### src/rtl/pipe_pkg.sv
// rtl/pipe_pkg.sv - shared pipeline constants: default width, IF/ID field offsets, NOP encoding
package pipe_pkg;

  localparam int PIPE_DATA_W = 64;

  // IF/ID packing: PC in the upper word, instruction in the lower word
  localparam int PC_LSB    = 32;
  localparam int PC_W      = 32;
  localparam int INSTR_LSB = 0;
  localparam int INSTR_W   = 32;

  localparam logic [31:0] NOP_INSTR = 32'h0000_0000;

  function automatic logic [PIPE_DATA_W-1:0] pack_if_id(input logic [PC_W-1:0] pc,
                                                        input logic [INSTR_W-1:0] instr);
    return {pc, instr};
  endfunction

endpackage

### src/rtl/pipe_skid_entry.sv
// rtl/pipe_skid_entry.sv - one-entry holding register (valid + payload) with load/unload/clear
module pipe_skid_entry #(
  parameter int DATA_W = 64
) (
  input  logic              clk_i,
  input  logic              rst_i,
  input  logic              clear_i,
  input  logic              load_i,
  input  logic              unload_i,
  input  logic [DATA_W-1:0] data_i,
  output logic              valid_o,
  output logic [DATA_W-1:0] data_o
);

  always_ff @(posedge clk_i) begin
    if (rst_i || clear_i) begin
      valid_o <= 1'b0;
    end else if (load_i) begin
      valid_o <= 1'b1;
      data_o  <= data_i;
    end else if (unload_i) begin
      valid_o <= 1'b0;
    end
  end

endmodule

### src/rtl/pipe_stage_reg.sv
// rtl/pipe_stage_reg.sv - pipeline stage register with stall/flush; optional skid via PIPE_STAGE_SKID_EN
module pipe_stage_reg
  import pipe_pkg::*;
#(
  parameter int                DATA_W     = PIPE_DATA_W,
  parameter logic [DATA_W-1:0] BUBBLE_VAL = DATA_W'(NOP_INSTR)
) (
  input  logic              clk_i,
  input  logic              rst_i,
  input  logic              valid_i,
  input  logic [DATA_W-1:0] data_i,
  output logic              ready_o,
  output logic              valid_o,
  output logic [DATA_W-1:0] data_o,
  input  logic              ready_i,
  input  logic              stall_i,
  input  logic              flush_i
);

  logic              valid_q;
  logic [DATA_W-1:0] data_q;
  logic              down_rdy;
  logic              main_load;

  assign down_rdy  = ready_i & ~stall_i;
  assign main_load = ~valid_q | down_rdy;
  assign valid_o   = valid_q;
  assign data_o    = data_q;

`ifdef PIPE_STAGE_SKID_EN
  logic              accept;
  logic              skid_valid;
  logic              skid_load;
  logic              skid_unload;
  logic [DATA_W-1:0] skid_data;

  // ready depends only on skid occupancy, so no ready_i/stall_i path reaches upstream
  assign ready_o     = ~skid_valid;
  assign accept      = valid_i & ready_o;
  assign skid_load   = accept & ~main_load;
  assign skid_unload = main_load & skid_valid;

  pipe_skid_entry #(
    .DATA_W (DATA_W)
  ) u_skid (
    .clk_i    (clk_i),
    .rst_i    (rst_i),
    .clear_i  (flush_i),
    .load_i   (skid_load),
    .unload_i (skid_unload),
    .data_i   (data_i),
    .valid_o  (skid_valid),
    .data_o   (skid_data)
  );

  always_ff @(posedge clk_i) begin
    if (rst_i || flush_i) begin
      valid_q <= 1'b0;
      data_q  <= BUBBLE_VAL;
    end else if (main_load) begin
      if (skid_valid) begin
        valid_q <= 1'b1;
        data_q  <= skid_data;
      end else if (valid_i) begin
        valid_q <= 1'b1;
        data_q  <= data_i;
      end else begin
        valid_q <= 1'b0;
        data_q  <= BUBBLE_VAL;
      end
    end
  end
`else
  assign ready_o = main_load;

  always_ff @(posedge clk_i) begin
    if (rst_i || flush_i) begin
      valid_q <= 1'b0;
      data_q  <= BUBBLE_VAL;
    end else if (main_load) begin
      // an empty or drained slot always shows the bubble, never stale payload
      valid_q <= valid_i;
      data_q  <= valid_i ? data_i : BUBBLE_VAL;
    end
  end
`endif

endmodule
### config.mk
export PLATFORM = sky130hd
export DESIGN_NAME = pipe_stage_reg
export DESIGN_NICKNAME = d
export VERILOG_FILES = /design/src/rtl/pipe_pkg.sv /design/src/rtl/pipe_skid_entry.sv /design/src/rtl/pipe_stage_reg.sv
export SDC_FILE = /design/constraint.sdc
export NUM_CORES = 1
export LEC_CHECK = 0
export BUFFER_PORTS_ARGS = -buffer_cell sky130_fd_sc_hd__buf_2
export CAP_MARGIN = 40
export CORE_MARGIN = 2
export CORE_UTILIZATION = 48
export DETAILED_ROUTE_END_ITERATION = 10
export GPL_ROUTABILITY_DRIVEN = 1
export PLACE_DENSITY = 0.89
export SLEW_MARGIN = 5
export SYNTH_ARGS = -nofsm -noshare
export SYNTH_HDL_FRONTEND = slang
export SYNTH_SLANG_ARGS = --single-unit
### constraint.sdc
create_clock -name clk_i -period 1.8 [get_ports clk_i]
set_input_delay 0.36 -clock clk_i [delete_from_list [all_inputs] [get_ports clk_i]]
set_output_delay 0.36 -clock clk_i [all_outputs]
set_load 0.05 [all_outputs]
==> impl_metrics.env, run 1 <==
export IMPL_status="complete, no violations"
export IMPL_first_global_vias=2489
export IMPL_fill_cells=440
export IMPL_timing_final_hold_violations=0
export IMPL_initial_core_util=0.505
export IMPL_dr_first_iter_drc_count=194
export IMPL_cts_hold_buf=0
export IMPL_cts_buffer_depth=2
export IMPL_h_tree_depth=3
export IMPL_vias=2758
export IMPL_synthToLayoutAreaGrowth_pct=30.8
export IMPL_period_needed_ps=1500
export IMPL_tns_ps=0
export IMPL_dp_hpwl_mm=4.21
export IMPL_overflow=0
export IMPL_portBuffers=135
export IMPL_post_cts_resized=0
export IMPL_startpoint_type="flip-flop"
export IMPL_synth_seq_cells=65
export IMPL_synth_edf_count=0
export IMPL_via_per_inst=5.65
export IMPL_drt_total_wl_mm=6.88
export IMPL_critPathCaptureType="primary output"
export IMPL_yosysTopAreaCellShare=0.499
export IMPL_synth_distinct_cells=15
export IMPL_synth_top_area_cell="dfxtp_1"
export IMPL_antenna_left=0
export IMPL_die_w_um=77.7
export IMPL_ys_flop_type="dfxtp_1"
export IMPL_post_cts_buffers=0
export IMPL_seq_area_frac_synth=0.499
export IMPL_antenna_diode_count=0
export IMPL_finalCoreUtilization=0.660
export IMPL_cts_buffers=9
export IMPL_clock_skew_ps=5.76
export IMPL_die_h_um=77.7
export IMPL_rsz0062_at_grt="false"
export IMPL_power_density_nw_per_um2=949
export IMPL_slew_limit_headroom=0.568
export IMPL_async_reset_ff_frac=0
export IMPL_reg2reg_slack_ps=390
export IMPL_insertion_delay_ps=320
export IMPL_setup_viol=0
export IMPL_grt_start_max_net_pins=130
export IMPL_drc=0
export IMPL_wire_per_inst_um=14.1
export IMPL_post_dp_cell_area_um2=3210
export IMPL_synth_area_um2=2610
export IMPL_ys_top_cells_by_area="dfxtp_1 (50%), nand4_1 (15%), nand3_1 (12%)"
export IMPL_max_freq_ghz=0.665
export IMPL_grt_pass1_wl_mm=11.1
export IMPL_syn_inst=304
export IMPL_arrival_ps=1140
export IMPL_final_max_slew_viol_count=0
export IMPL_power_static_leakage_nw=1.50
export IMPL_drive_gt1_frac=0.373
export IMPL_cts_tree="done"
export IMPL_max_cap_violations=0
export IMPL_worst_pin_slew_ps=648
export IMPL_ys_warn_count=0
export IMPL_clk_pin_slew_ps=70
export IMPL_die_area_um2=6040
export IMPL_synth_most_common_cell="dfxtp_1"
export IMPL_fin_ws_ps=295
export IMPL_finalCritPeriodShare=0.836
export IMPL_syn_avg_cell_area_um2=8.59
export IMPL_hold_class="in -> reg"
export IMPL_io_pins=136
export IMPL_antenna_found_initial=0
export IMPL_holdWs_ps=291
export IMPL_gp_congestion=0.779
export IMPL_rows=26
export IMPL_syn_nets=374
export IMPL_clock_root_buffer="clkbuf_8"
export IMPL_core_area_um2=5170
export IMPL_cp_required_ps=1440
export IMPL_fin_area_um2=3410
export IMPL_peakVddDrop_uv=663
export IMPL_clock_sinks=65
export IMPL_nets=483
export IMPL_grt_usage=0.226
export IMPL_synthTopCellsByCount="dfxtp_1 (65), nand3_1 (64), nand4_1 (64)"
export IMPL_drtPass1Iterations=4
export IMPL_crit_fanout=9
export IMPL_crit_type="reg -> out"
export IMPL_pre_cts_ws_ps=242
==> power breakdown <==
group          internal (mW)  total, mW  switching, mW
Combinational          0.121      0.441          0.320
Clock                  0.781       1.30          0.515
Sequential              1.48       1.50         0.0226
Total                   2.38       3.24          0.857
==> registers in the layout, indices dropped and copies added, names as in the netlist <==
signal and flops:
data_o 64, valid_o 1
==> critical path, stage by stage, from the launching register on <==
cell,delay (ps)
dfxtp_2,370
and2_4,150
inv_1,50
buf_2,260
==> worst paths after layout <==
path              cells after the start         end  startpoint
setup / recovery                      3     ready_o     valid_o
hold / removal                        3  data_o[56]  data_i[56]
setup reg to reg                      3   data_o[9]     valid_o
hold reg to reg                       2  data_o[63]  data_o[63]
==> cells by family after synthesis <==
logic type | count (synthesis) | synth area share
buf+inv | 43 | 0.0916
flops | 65 | 0.499
compound gates | 65 | 0.126
simple gates | 131 | 0.284
==> cell type report <==
| cell class | count | area [um^2] | area share |
|---|---|---|---|
| multi-input combinational | 196 | 1080 | 0.316 |
| clock buffer | 13 | 139 | 0.0407 |
| sequential | 65 | 1300 | 0.382 |
| tap | 70 | 87.6 | 0.0257 |
| timing repair buffer | 140 | 738 | 0.216 |
| clock inverter | 3 | 65.1 | 0.0191 |
| inverter | 1 | 3.75 | 0.00110 |
==> routing by layer <==
metal  share of wire  GRT usage
met5               0          0
met1            0.43      0.265
met2            0.49      0.386
met3           0.057     0.0477
met4           0.021      0.114
==> per-stage QoR <==
stage,power [mW],cells
4_1_cts,3.27,488
3_3_place_gp,1.97,472
5_1_grt,3.36,488
2_1_floorplan,1.84,304
6_report,3.24,488
3_5_place_dp,1.98,472
==> cells in the final DEF, fill, tap and decap left out <==
cell and count:
and2_4 1, buf_12 2, buf_2 135, buf_4 3
bufinv_16 2, clkbuf_1 4, clkbuf_8 9, clkinv_2 1
dfxtp_1 64, dfxtp_2 1, inv_1 1, nand2b_2 1
nand3_1 64, nand4_1 64, nor2_4 1, o21a_1 1
o21ai_0 18, o21ai_1 46
No activity file was read; power rests on OpenSTA's default activity.
==> inputs of run 2 (changes only) <==
Settings changed: ABC_AREA set to 1, CORE_UTILIZATION 48 to 46, PLACE_DENSITY 0.89 to 0.83.
Clock period 1.8 ns to 1.33 ns, I/O delays scaled along.
==> run 2 against run 1 <==
  * Via count grew 24%
  * Register-to-register slack lost 130 ps
  * Hold slack lost 71 ps
  * Critical endpoint unchanged
  * Synthesized area grew 48%
  * Clock-buffer cell count is the same
  * Clock skew grew 3.4 ps
  * Wire length grew 18%
  * Clock power grew 14%
  * Synthesized cell count grew 83%
  * Non-clock buffer count grew 2
==> impl_metrics.env, run 2 <==
export IMPL_nets=744
export IMPL_synth_edf_count=0
export IMPL_dr_wl_met3_um=461
export IMPL_max_cap_violations=0
export IMPL_cpMaxStageDelayCell="dfxtp_4"
export IMPL_via_per_inst=4.35
export IMPL_io_pins=136
export IMPL_timing_final_hold_violations=0
export IMPL_drive_gt1_frac=0.327
export IMPL_top_regs="data_o x64, valid_o x1"
export IMPL_synth_area_um2=3870
export IMPL_regMostFlops="data_o"
export IMPL_fin_cells=784
export IMPL_crit_fanout=5
export IMPL_gp_congestion=0.727
export IMPL_drt_total_wl_mm=8.10
export IMPL_fill_cells=812
export IMPL_finalCoreUtilization=0.556
export IMPL_synth_top_area_cell="dfxtp_1"
export IMPL_worst_pin_slew_ps=381
export IMPL_post_dp_cell_area_um2=4370
export IMPL_grt_pass1_wl_mm=13.2
export IMPL_total_power_mw=4.54
export IMPL_clock_root_buffer="clkbuf_8"
export IMPL_post_cts_buffers=0
export IMPL_power_static_leakage_nw=2.47
export IMPL_portBuffers=135
export IMPL_largest_reg_flops=64
export IMPL_insertion_delay_ps=330
export IMPL_slew_limit_headroom=0.746
export IMPL_core_area_um2=8180
export IMPL_wirelength_met1_mm=3.40
export IMPL_cts_buffer_depth=2
export IMPL_peakVddDrop_uv=421
export IMPL_synthMuxAreaShare=0
export IMPL_synth_compound_area_frac=0.00194
export IMPL_drc=0
export IMPL_dp_hpwl_mm=5.54
export IMPL_h_tree_depth=3
export IMPL_ys_warn_count=0
export IMPL_cp_required_ps=1060
export IMPL_startpoint_type="flip-flop"
export IMPL_synthSimpleGateAreaFrac=0.417
export IMPL_initial_core_util=0.473
export IMPL_wire_per_inst_um=10.3
export IMPL_yosysTopAreaCellShare=0.336
export IMPL_seq_area_frac_synth=0.336
export IMPL_place_inst=768
export IMPL_clock_sinks=65
export IMPL_tns_ps=0
export IMPL_syn_inst=555
export IMPL_grt_start_max_net_pins=65
export IMPL_rows=33
export IMPL_fin_area_um2=4550
export IMPL_path_cells="nand2_4 -> buf_6"
export IMPL_clock_skew_ps=9.19
export IMPL_die_h_um=95.7
export IMPL_power_density_nw_per_um2=998
export IMPL_final_cell_mix="buf_2 (134), nand2_1 (130), inv_1 (129)"
export IMPL_synthTopCellsByCount="nand2_1 (130), inv_1 (129), nor2_1 (127)"
export IMPL_arrival_ps=980
export IMPL_clk_pin_slew_ps=70
export IMPL_drtPass1Iterations=4
export IMPL_antenna_diode_count=0
export IMPL_syn_nets=625
export IMPL_die_area_um2=9160
export IMPL_hold_class="in -> reg"
export IMPL_status="complete, no violations"
export IMPL_cts_buffers=9
export IMPL_vias=3407
export IMPL_cp_slowest_stage_delay_ps=370
export IMPL_rsz0062_at_grt="false"
export IMPL_critPathCaptureType="primary output"
export IMPL_dr_first_iter_drc_count=81
export IMPL_ys_flop_type="dfxtp_1"
export IMPL_overflow=0
export IMPL_wl_met2_mm=4.09
export IMPL_period_needed_ps=1250
export IMPL_synthToLayoutAreaGrowth_pct=17.5
export IMPL_top_layer="met4"
export IMPL_critical_path_buf_inv_count=1
export IMPL_final_common_cell="buf_2"
export IMPL_antenna_left=0
export IMPL_synth_top_family_by_area="simple AND/OR/NAND/NOR gates"
export IMPL_critPathTopFamily="flip-flops"
export IMPL_async_reset_ff_frac=0
export IMPL_die_w_um=95.7
export IMPL_syn_avg_cell_area_um2=6.97
export IMPL_synth_distinct_cells=17
export IMPL_synth_seq_cells=65
export IMPL_synthAdderAreaFrac=0
export IMPL_grt_usage=0.181
export IMPL_first_global_vias=3186
export IMPL_synth_most_common_cell="nand2_1"
export IMPL_max_freq_ghz=0.801
export IMPL_crit_type="reg -> out"
export IMPL_cts_tree="done"
export IMPL_finalCritPeriodShare=0.938
export IMPL_setup_viol=0
export IMPL_synth_xor_area_frac=0
export IMPL_ys_top_cells_by_area="dfxtp_1 (34%), nand3_2 (16%), nand2_1 (13%)"
export IMPL_antenna_found_initial=0
export IMPL_final_max_slew_viol_count=0
[run 2: cell types whose count changed in the layout (fill, tap and decap cells not counted), moves of 4 or more]
cell     delta
nand2_1   +130
inv_1     +128
nor2_1    +127
nand4_1    -64
nand3_1    -60
nand3_2    +60
o21ai_1    -46
o21ai_0    -18
buf_12      +4
[run 2: path summary, 6_finish.rpt]
path	startpoint	end	slack (ps)	depth (start not counted)
setup / recovery	valid_o	ready_o	80	2
hold / removal	data_i[50]	data_o[50]	220	5
setup reg to reg	valid_o	data_o[19]	260	4
hold reg to reg	data_o[57]	data_o[57]	550	4
[run 2: power breakdown]
part | switching [mW] | internal, mW | total (mW)
Combinational | 0.670 | 0.322 | 0.992
Sequential | 0.0398 | 2.02 | 2.06
Clock | 0.714 | 0.771 | 1.48
[run 2: routing by layer]
metal | GRT usage | up-vias
met5 | 0 | -
met4 | 0.0738 | 0
met3 | 0.0446 | 15
met2 | 0.323 | 97
met1 | 0.205 | 1485
li1 | - | 1810
[run 2: worst min-delay path: stages]
cell and delay (ps):
buf_2 70, nand2_1 40, inv_1 40, nor2_1 30, nor2_1 60
[run 2: cells by family after synthesis]
kind of cell	Yosys count
simple gates	324
buf+inv	165
flops	65
compound gates	1
[run 2: repair_timing]
| action | CTS | global route |
|---|---|---|
| endpoints found under the setup margin | 1 | 1 |
| hold buffers | 0 | 0 |
| gates resized for setup | 1 | 1 |
[run 2: area by class of cell]
| class | instances | area (um^2) | area share |
|---|---|---|---|
| clock buffers | 13 | 159 | 0.0350 |
| multi-input cells | 325 | 1630 | 0.358 |
| repair buffers | 142 | 810 | 0.178 |
| clock inverters | 3 | 15.0 | 0.00330 |
| well taps | 105 | 131 | 0.0289 |
| inverters | 131 | 499 | 0.110 |
| flip-flops and latches | 65 | 1310 | 0.287 |
[run 2: stage by stage]
step,worst slack (ps),hold WS [ps]
global placement,189,534
finish,82.0,220
floorplan,141,466
CTS,21.1,203
detailed placement,160,537
global route,29.0,223
==> inputs of run 3 (changes only) <==
Settings changed: RECOVER_POWER set to 50.
==> run 3 against run 2 <==
  * Clock-buffer cell count did not move
  * Sequential share of layout area grew 0.99 points
  * Clock skew is 1.2 ps higher
  * Wire length is 1.1% higher
  * Fmax rose by 1.6%
  * Flip-flop and latch count is the same
  * Global-route usage stayed put
  * Critical endpoint unchanged
  * Largest power group unchanged
==> impl_metrics.env, run 3 (synthesis gave the netlist of run 2 again) <==
export IMPL_status="complete, no violations"
export IMPL_die_h_um=95.7
export IMPL_drc=0
export IMPL_h_tree_depth=3
export IMPL_clock_sinks=65
export IMPL_final_cell_mix="buf_2 (134), nand2_1 (130), inv_1 (129)"
export IMPL_insertion_delay_ps=330
export IMPL_overflow=0
export IMPL_hold_class="in -> reg"
export IMPL_rows=33
export IMPL_vias=3429
export IMPL_power_static_leakage_nw=2.44
export IMPL_clock_skew_ps=10.4
export IMPL_dp_hpwl_mm=5.54
export IMPL_max_cap_violations=0
export IMPL_startpoint_type="flip-flop"
export IMPL_core_area_um2=8180
export IMPL_rsz0062_at_grt="false"
export IMPL_dr_first_iter_drc_count=105
export IMPL_clk_pin_slew_ps=70
export IMPL_io_pins=136
export IMPL_initial_core_util=0.473
export IMPL_crit_fanout=5
export IMPL_period_needed_ps=1230
export IMPL_hp_start="data_i[50]"
export IMPL_place_inst=768
export IMPL_top_regs="data_o x64, valid_o x1"
export IMPL_setup_viol=0
export IMPL_reg2reg_slack_ps=210
export IMPL_grt_pass1_wl_mm=13.2
export IMPL_drt_total_wl_mm=8.19
export IMPL_cpMaxStageDelayCell="dfxtp_4"
export IMPL_post_dp_cell_area_um2=4370
export IMPL_die_area_um2=9160
export IMPL_final_max_slew_viol_count=0
export IMPL_tns_ps=0
export IMPL_drtPass1Iterations=4
export IMPL_seqCellArea_um2=1310
export IMPL_worst_pin_slew_ps=475
export IMPL_peakVddDrop_uv=419
export IMPL_cp_required_ps=1060
export IMPL_path_cells="nand2_4 -> buf_6"
export IMPL_multi_input_area_um2=1490
export IMPL_die_w_um=95.7
export IMPL_hold_path_end="data_o[50]"
export IMPL_max_freq_ghz=0.814
export IMPL_fill_cells=841
export IMPL_portBuffers=135
export IMPL_clock_root_buffer="clkbuf_8"
export IMPL_via_per_inst=4.37
export IMPL_timing_final_hold_violations=0
export IMPL_grt_start_max_net_pins=65
export IMPL_nets=744
export IMPL_synthToLayoutAreaGrowth_pct=13.6
export IMPL_drive_gt1_frac=0.286
export IMPL_cts_tree="done"
export IMPL_wire_per_inst_um=10.4
export IMPL_cp_slowest_stage_delay_ps=360
export IMPL_arrival_ps=960
export IMPL_antenna_diode_count=0
export IMPL_fin_area_um2=4390
export IMPL_post_cts_buffers=0
export IMPL_critPathCaptureType="primary output"
export IMPL_cts_buffer_depth=2
export IMPL_reg2reg_from="valid_o"
export IMPL_hold_depth=5
export IMPL_r2r_end="data_o[38]"
export IMPL_regMostFlops="data_o"
export IMPL_grt_usage=0.181
export IMPL_holdWs_ps=218
export IMPL_power_density_nw_per_um2=1030
export IMPL_r2r_cells=4
export IMPL_antenna_left=0
export IMPL_fin_cells=784
export IMPL_final_common_cell="buf_2"
export IMPL_largest_reg_flops=64
export IMPL_finalCritPeriodShare=0.923
export IMPL_antenna_found_initial=0
export IMPL_gp_congestion=0.727
export IMPL_crit_type="reg -> out"
export IMPL_slew_limit_headroom=0.684
export IMPL_cts_buffers=9
export IMPL_first_global_vias=3186
==> run 3: power by group <==
| part | switching, mW | total (mW) | internal, mW |
|---|---|---|---|
| registers | 0.0391 | 2.06 | 2.02 |
| clock network | 0.719 | 1.49 | 0.771 |
| logic | 0.652 | 0.962 | 0.310 |
==> run 3: through the flow <==
step | setup slack (ps) | util | power, mW
floorplan | 141 | - | 2.93
global placement | 189 | 0.534 | 3.07
detailed placement | 160 | 0.534 | 3.10
CTS | 21.1 | 0.556 | 4.62
global route | 46.0 | 0.537 | 4.77
finish | 102 | 0.537 | 4.51
==> run 3: cell type report <==
cell class | count | area share
Clock buffer | 13 | 0.0362
Clock inverter | 3 | 0.00342
Tap cell | 105 | 0.0299
Multi-Input combinational cell | 325 | 0.338
Sequential cell | 65 | 0.297
Inverter | 131 | 0.113
Timing Repair Buffer | 142 | 0.182
==> run 3: how the worst max path moves through the flow <==
stage,startpoint,endpoint,slack (ps),cells past startpoint
2_1_floorplan,valid_o,data_o[10],140,5
3_3_place_gp,stall_i,ready_o,190,5
3_5_place_dp,ready_i,data_o[38],160,6
4_1_cts,valid_o,ready_o,20,2
5_1_grt,data_o[3],data_o[3],50,1
6_report,valid_o,ready_o,100,2
==> run 3: worst max-delay path, delay by kind of cell, from the launching register on <==
| family | cells | cell delay (ps) |
|---|---|---|
| DFF | 1 | 360 |
| buffers and inverters | 1 | 170 |
| and+or+nand+nor | 1 | 110 |
==> run 3: per-layer routing <==
metal / vias to the layer above / track usage / wire, um
li1: 1810 / - / -
met1: 1505 / 0.205 / 3530
met2: 99 / 0.323 / 4020
met3: 15 / 0.0446 / 478
met4: 0 / 0.0738 / 157
met5: - / 0 / 0
==> run 3: what timing repair did <==
action | in CTS | in global routing
endpoints found under the hold margin | 0 | 0
gates resized for setup | 1 | 1
endpoints found under the setup margin | 1 | 1
hold buffers | 0 | 0
